===== src/rtl/exc_sequencer.sv =====
// CP0 exception/interrupt sequencer beside stage M.
// Holds SR/Cause/EPC/PRId, arbitrates interrupt/exception/ERET/mtc0,
// then holds Flush for FLUSH_CYCLES cycles with Redirect on the last one.
//
// state    | meaning
// ---------+---------------------------------------------------------------
// ST_RUN   | normal operation; events and mtc0 are accepted from stage M
// ST_FLUSH | pipeline being cleared; Redirect fires on the cycle cnt == 0
module exc_sequencer #(
   parameter int          FLUSH_CYCLES = 2,
   parameter logic [31:0] HANDLER      = 32'h0000_4180,
   parameter logic [31:0] PRID         = 32'h4C57_0001
) (
   input  logic        clk,
   input  logic        reset,
   input  logic [4:0]  ExcCodeM,
   input  logic [31:0] PCM,
   input  logic        BDM,
   input  logic        ValidM,
   input  logic        EretM,
   input  logic [5:0]  HWInt,
   input  logic        WeCP0,
   input  logic [4:0]  A,
   input  logic [31:0] DIn,
   output logic [31:0] DOut,
   output logic [31:0] EPCOut,
   output logic        Flush,
   output logic        Redirect,
   output logic [31:0] NPC,
   output logic        ExlOut
);

   typedef enum logic {ST_RUN, ST_FLUSH} state_t;

   state_t      state, state_nxt;
   logic [2:0]  cnt;
   logic [31:0] npc_q;

   logic [5:0]  sr_im;
   logic        sr_exl, sr_ie;
   logic        cause_bd;
   logic [5:0]  cause_ip;
   logic [4:0]  cause_exc;
   logic [31:0] epc;

   logic        int_req, exc_req;
   logic        take_int, take_exc, take_eret, take_mtc0;

   logic [31:0] sr_word, cause_word;

   assign int_req = (|(HWInt & sr_im)) & sr_ie & ~sr_exl & ValidM;
   assign exc_req = ValidM & (ExcCodeM != 5'd0);

   assign sr_word    = {16'h0, sr_im, 8'h0, sr_exl, sr_ie};
   assign cause_word = {cause_bd, 15'h0, cause_ip, 3'h0, cause_exc, 2'h0};

   assign EPCOut = epc;
   assign NPC    = npc_q;
   assign ExlOut = sr_exl;

   // mfc0 read mux
   always_comb begin
      DOut = 32'h0;
      case (A)
         5'd12:   DOut = sr_word;
         5'd13:   DOut = cause_word;
         5'd14:   DOut = epc;
         5'd15:   DOut = PRID;
         default: DOut = 32'h0;
      endcase
   end

   // Next-state, event arbitration and flush/redirect outputs
   always_comb begin
      state_nxt = state;
      take_int  = 1'b0;
      take_exc  = 1'b0;
      take_eret = 1'b0;
      take_mtc0 = 1'b0;
      Flush     = 1'b0;
      Redirect  = 1'b0;
      case (state)
         ST_RUN: begin
            if (int_req)                 take_int  = 1'b1;
            else if (exc_req)            take_exc  = 1'b1;
            else if (ValidM && EretM)    take_eret = 1'b1;
            else if (ValidM && WeCP0)    take_mtc0 = 1'b1;
            if (take_int || take_exc || take_eret) state_nxt = ST_FLUSH;
         end
         ST_FLUSH: begin
            Flush = 1'b1;
            if (cnt == 3'd0) begin
               Redirect  = 1'b1;
               state_nxt = ST_RUN;
            end
         end
         default: state_nxt = ST_RUN;
      endcase
   end

   // State register
   always_ff @(posedge clk) begin
      if (reset) state <= ST_RUN;
      else       state <= state_nxt;
   end

   // Flush down-counter and redirect target
   always_ff @(posedge clk) begin
      if (reset) begin
         cnt   <= 3'd0;
         npc_q <= 32'h0;
      end else if (take_int || take_exc) begin
         cnt   <= 3'(FLUSH_CYCLES - 1);
         npc_q <= HANDLER;
      end else if (take_eret) begin
         cnt   <= 3'(FLUSH_CYCLES - 1);
         npc_q <= epc;
      end else if (state == ST_FLUSH && cnt != 3'd0) begin
         cnt <= cnt - 3'd1;
      end
   end

   // CP0 registers; IP tracks HWInt every cycle regardless of state
   always_ff @(posedge clk) begin
      if (reset) begin
         sr_im     <= 6'h0;
         sr_exl    <= 1'b0;
         sr_ie     <= 1'b0;
         cause_bd  <= 1'b0;
         cause_ip  <= 6'h0;
         cause_exc <= 5'h0;
         epc       <= 32'h0;
      end else begin
         cause_ip <= HWInt;
         if (take_int || take_exc) begin
            cause_exc <= take_int ? 5'd0 : ExcCodeM;
            // a nested exception keeps the original return point
            if (!sr_exl) begin
               epc      <= BDM ? (PCM - 32'd4) : PCM;
               cause_bd <= BDM;
               sr_exl   <= 1'b1;
            end
         end else if (take_eret) begin
            sr_exl <= 1'b0;
         end else if (take_mtc0) begin
            if (A == 5'd12) begin
               sr_im  <= DIn[15:10];
               sr_exl <= DIn[1];
               sr_ie  <= DIn[0];
            end else if (A == 5'd14) begin
               epc <= DIn;
            end
         end
      end
   end

endmodule


===== config.mk =====
export PLATFORM = sky130hd
export DESIGN_NAME = exc_sequencer
export DESIGN_NICKNAME = d
export VERILOG_FILES = /design/src/rtl/exc_sequencer.sv
export SDC_FILE = /design/constraint.sdc
export NUM_CORES = 1
export LEC_CHECK = 0
export CORE_MARGIN = 1.5
export CORE_UTILIZATION = 45
export DETAILED_ROUTE_END_ITERATION = 16
export DONT_BUFFER_PORTS = 1
export PLACE_DENSITY = 0.63
export SETUP_SLACK_MARGIN = 0.05
export SLEW_MARGIN = 10
export SYNTH_ARGS = -nofsm -noshare
export SYNTH_HDL_FRONTEND = slang
export SYNTH_SLANG_ARGS = --single-unit

===== constraint.sdc =====
create_clock -name clk -period 4.42 [get_ports clk]
set_clock_uncertainty 0.2 [all_clocks]
set_input_delay 0.884 -clock clk [delete_from_list [all_inputs] [get_ports clk]]
set_output_delay 0.884 -clock clk [all_outputs]
set_load 0.01 [all_outputs]

==> summary.txt <==
Timing
  – Hold Fails Final Rpt: 0
  – Final Setup Violations: 0
  – Tcrit/Tclk final: 75.79%
  – Setup WS post-layout: around 1.1 ns
  – Max frequency: 298.5 MHz
  – Min Tclk post-route: 3.350 ns
  – Unrepaired setup endpoints after global routing: false
  – Worst slew pin tran: 1.218 ns
  – Relative slew margins: about a fifth
  – Final slew viol count: 0
  – Setup_tns: 0 ns

Worst setup path
  – Critical Path Source: A[3]
  – Critical path buffers and inverters: 0
  – Worst reg-to-reg setup slack: 1.51 ns
  – Critical path fanouts, max: 8
  – R2r startpoint: state
  – Worst path required time: around 3.3 ns
  – Slowest CP cell: and2_1
  – R2r worst-path depth: 4
  – Worst path cell trace: nor2b_1 -> and3_1 -> and2_1 -> a21o_1
  – Critical path startpoint category: primary input
  – CP delay by family, top: simple AND/OR/NAND/NOR gates
  – Crit. End Element: primary output
  – RR Endpoint: NPC[14]
  – Max stage delay on crit path: 0.57 ns
  – CP Class: in2out
  – Worst EP arrival: 2.27 ns

Final layout
  – Most frequent cells in the layout: 99 x nand2_1, 88 x dfxtp_1, 51 x nor2_1
  – Share of layout cells above drive strength 1: under 10%
  – Nets: approximately 630
  – Most common cell after layout, fill and taps aside: nand2_1
  – Non-Filler Instances: 680
  – Syn-to-layout area delta: 6.471%
  – Final core utilization: 49.48%
  – Filler cell count in the final layout: 983
  – Number of diodes: 0

Yosys
  – Most used DFF post-synth: dfxtp_1
  – Syn Nets: 654
  – Avg Inst Size Synth: between 8 and 9 sq um
  – EDFF count, synth: 0
  – Synthesized cell area: between 4000 and 5000 sq um
  – Yosys Warn Count: 0
  – Async set-reset flop share out of synthesis: 0%
  – Post-synthesis sequential area ratio: 38.61%
  – Syn Inst Count: 565
  – Synth Register Bits: slightly below 90
  – Library cells used by synthesis: 55

CTS
  – CTS Sinks: 88
  – Clk buf depth: 2
  – # hold bufs at CTS: 0
  – Post-CTS Setup Inserts: 0
  – CTS resizes: 0
  – Clk Latency, worst-skew pair: 0.37 ns
  – Root buf cell: clkbuf_8
  – CTS tree: done
  – CTS buffer count: 9
  – Worst-path clk slew: 0.08 ns
  – H-tree depth: 3

Floorplanning
  – Die ar.: between 10,000 and 15,000 sq um
  – Die Width: 103.7 um
  – Row cnt: 36
  – Io pins: 185
  – Core area: slightly below 10,000 sq um
  – Die Ht: 103.7 um
  – Initial Utilization: between 40% and 50%

Min path
  – Worst hold endpoint: cause_exc[1]
  – Hold Crit Class: reg2reg
  – HP Start: cause_exc[1]
  – Worst Hold Depth: 1

Routing
  – DRC errors left: 0
  – Via/cell ratio: 6.229
  – Pre-antenna DRT Iters: 5
  – Drt wl/cell: 21.74 um
  – Initial DRC Count: 340
  – Vias: 4,236
  – Post-Route WL: 14.79 mm
  – Antenna Nets Post-Route: 0

Status
  – Outcome: finished clean

Placement
  – Gpl congestion: 0.8707
  – Post-DP HPWL: approximately 11 mm
  – Placed Instances: 664
  – Dpl ws: 1.053 ns
  – Port Buffers: 0

GRT
  – First-pass GRT wire length: 22.89 mm
  – Initial antenna violation count: 0
  – Vias in the first global route: about 4,100
  – Largest net degree at the start of global routing: 37
  – Tot GR Track Use: 27.41%
  – Grt total ovfl: 0

Run
  – Max Cap Viol: 0

Pwr
  – Static leakage: 1.739 nW
  – Cell Pwr Density: 339.0 nW/um^2
  – Maximum vdd drop: about 0.14 mV
==> cells in the mapped netlist, drive strengths merged, types with 2 or more instances <==
library cell,instances,area [sq um]
nand4b,2,17.52
o221a,2,22.52
a21oi,38,190.2
nor4b,4,50.05
clkbuf,36,135.1
o32ai,18,165.2
nand2b,3,18.77
mux2i,13,130.1
a31oi,5,31.28
or2,3,18.77
buf,9,48.80
or4,6,52.55
a22o,11,96.34
xor2,7,61.31
and3,11,68.82
nor2,52,197.7
dfxtp,88,1762
nor4,12,75.07
nand2,99,371.6
a21o,8,60.06
nor2b,9,56.30
ha,3,37.54
inv,9,33.78
and2,2,12.51
o311ai,10,125.1
nor3,18,115.1
a22oi,9,67.56
o21a,2,15.01
nand4,12,75.07
o21ai,12,60.05
o31a,4,35.03
xnor2,19,166.4
nand3,15,75.07
o31ai,2,15.01
or3,3,18.77
==> through the flow <==
step / hold slack [ns] / total power [mW] / area (sq um)
6_report: 0.2866 / 1.647 / 4858
5_1_grt: 0.2977 / 1.719 / 4858
4_1_cts: 0.2916 / 1.654 / 4858
3_5_place_dp: 0.2671 / 1.125 / 4678
3_3_place_gp: 0.2698 / 1.119 / 4678
2_1_floorplan: 0.2503 / 1.062 / 4563
==> flip-flops by register name, indices dropped and copies added (netlist names) <==
name and cells:
ExlOut 1, cause_bd 1, EPCOut 32, state 1, sr_im 6, NPC 32, cause_exc 5, cause_ip 6
cnt 3, sr_ie 1
==> where the power goes <==
| part | switching (mW) | internal [mW] |
|---|---|---|
| clock network | 0.280 | 0.259 |
| registers | 0.0674 | 0.835 |
| logic | 0.127 | 0.0780 |
| total | 0.474 | 1.17 |
==> area by class of cell <==
cell class / count / area (sq um) / share of cell area (%)
clock buffers: 12 / 135.1 / 2.781
clock inverters: 4 / 45.04 / 0.9271
inverters: 9 / 33.78 / 0.6953
multi-input cells: 423 / 2634 / 54.21
flip-flops and latches: 88 / 1762 / 36.26
well taps: 133 / 166.4 / 3.425
repair buffers: 11 / 82.58 / 1.700
==> kinds of logic after synthesis <==
family	share of synthesized area, %
AO/OA/AOI/OAI	20.15
AND/OR/NAND/NOR	27.80
flip-flops	38.61
multiplexers	2.852
buffers and inverters	4.771
adder cells (fa/ha/maj)	0.8227
XOR/XNOR	4.990
==> worst max path at each step <==
stage | endpoint | cells after the start
after floorplan | DOut[2] | 5
after global placement | NPC[14] | 4
after detailed placement | EPCOut[15] | 6
after CTS | DOut[14] | 5
after global routing | DOut[10] | 5
final | DOut[30] | 4
==> metal layers <==
| layer | part of all wire, % | vias to the layer above | track usage [%] |
|---|---|---|---|
| li1 | - | 1984 | - |
| met1 | 43 | 2013 | 34.74 |
| met2 | 45 | 206 | 42.90 |
| met3 | 9.2 | 33 | 8.181 |
| met4 | 3.3 | 0 | 12.60 |
| met5 | 0 | - | 0 |
No activity file was read; power rests on OpenSTA's default activity.
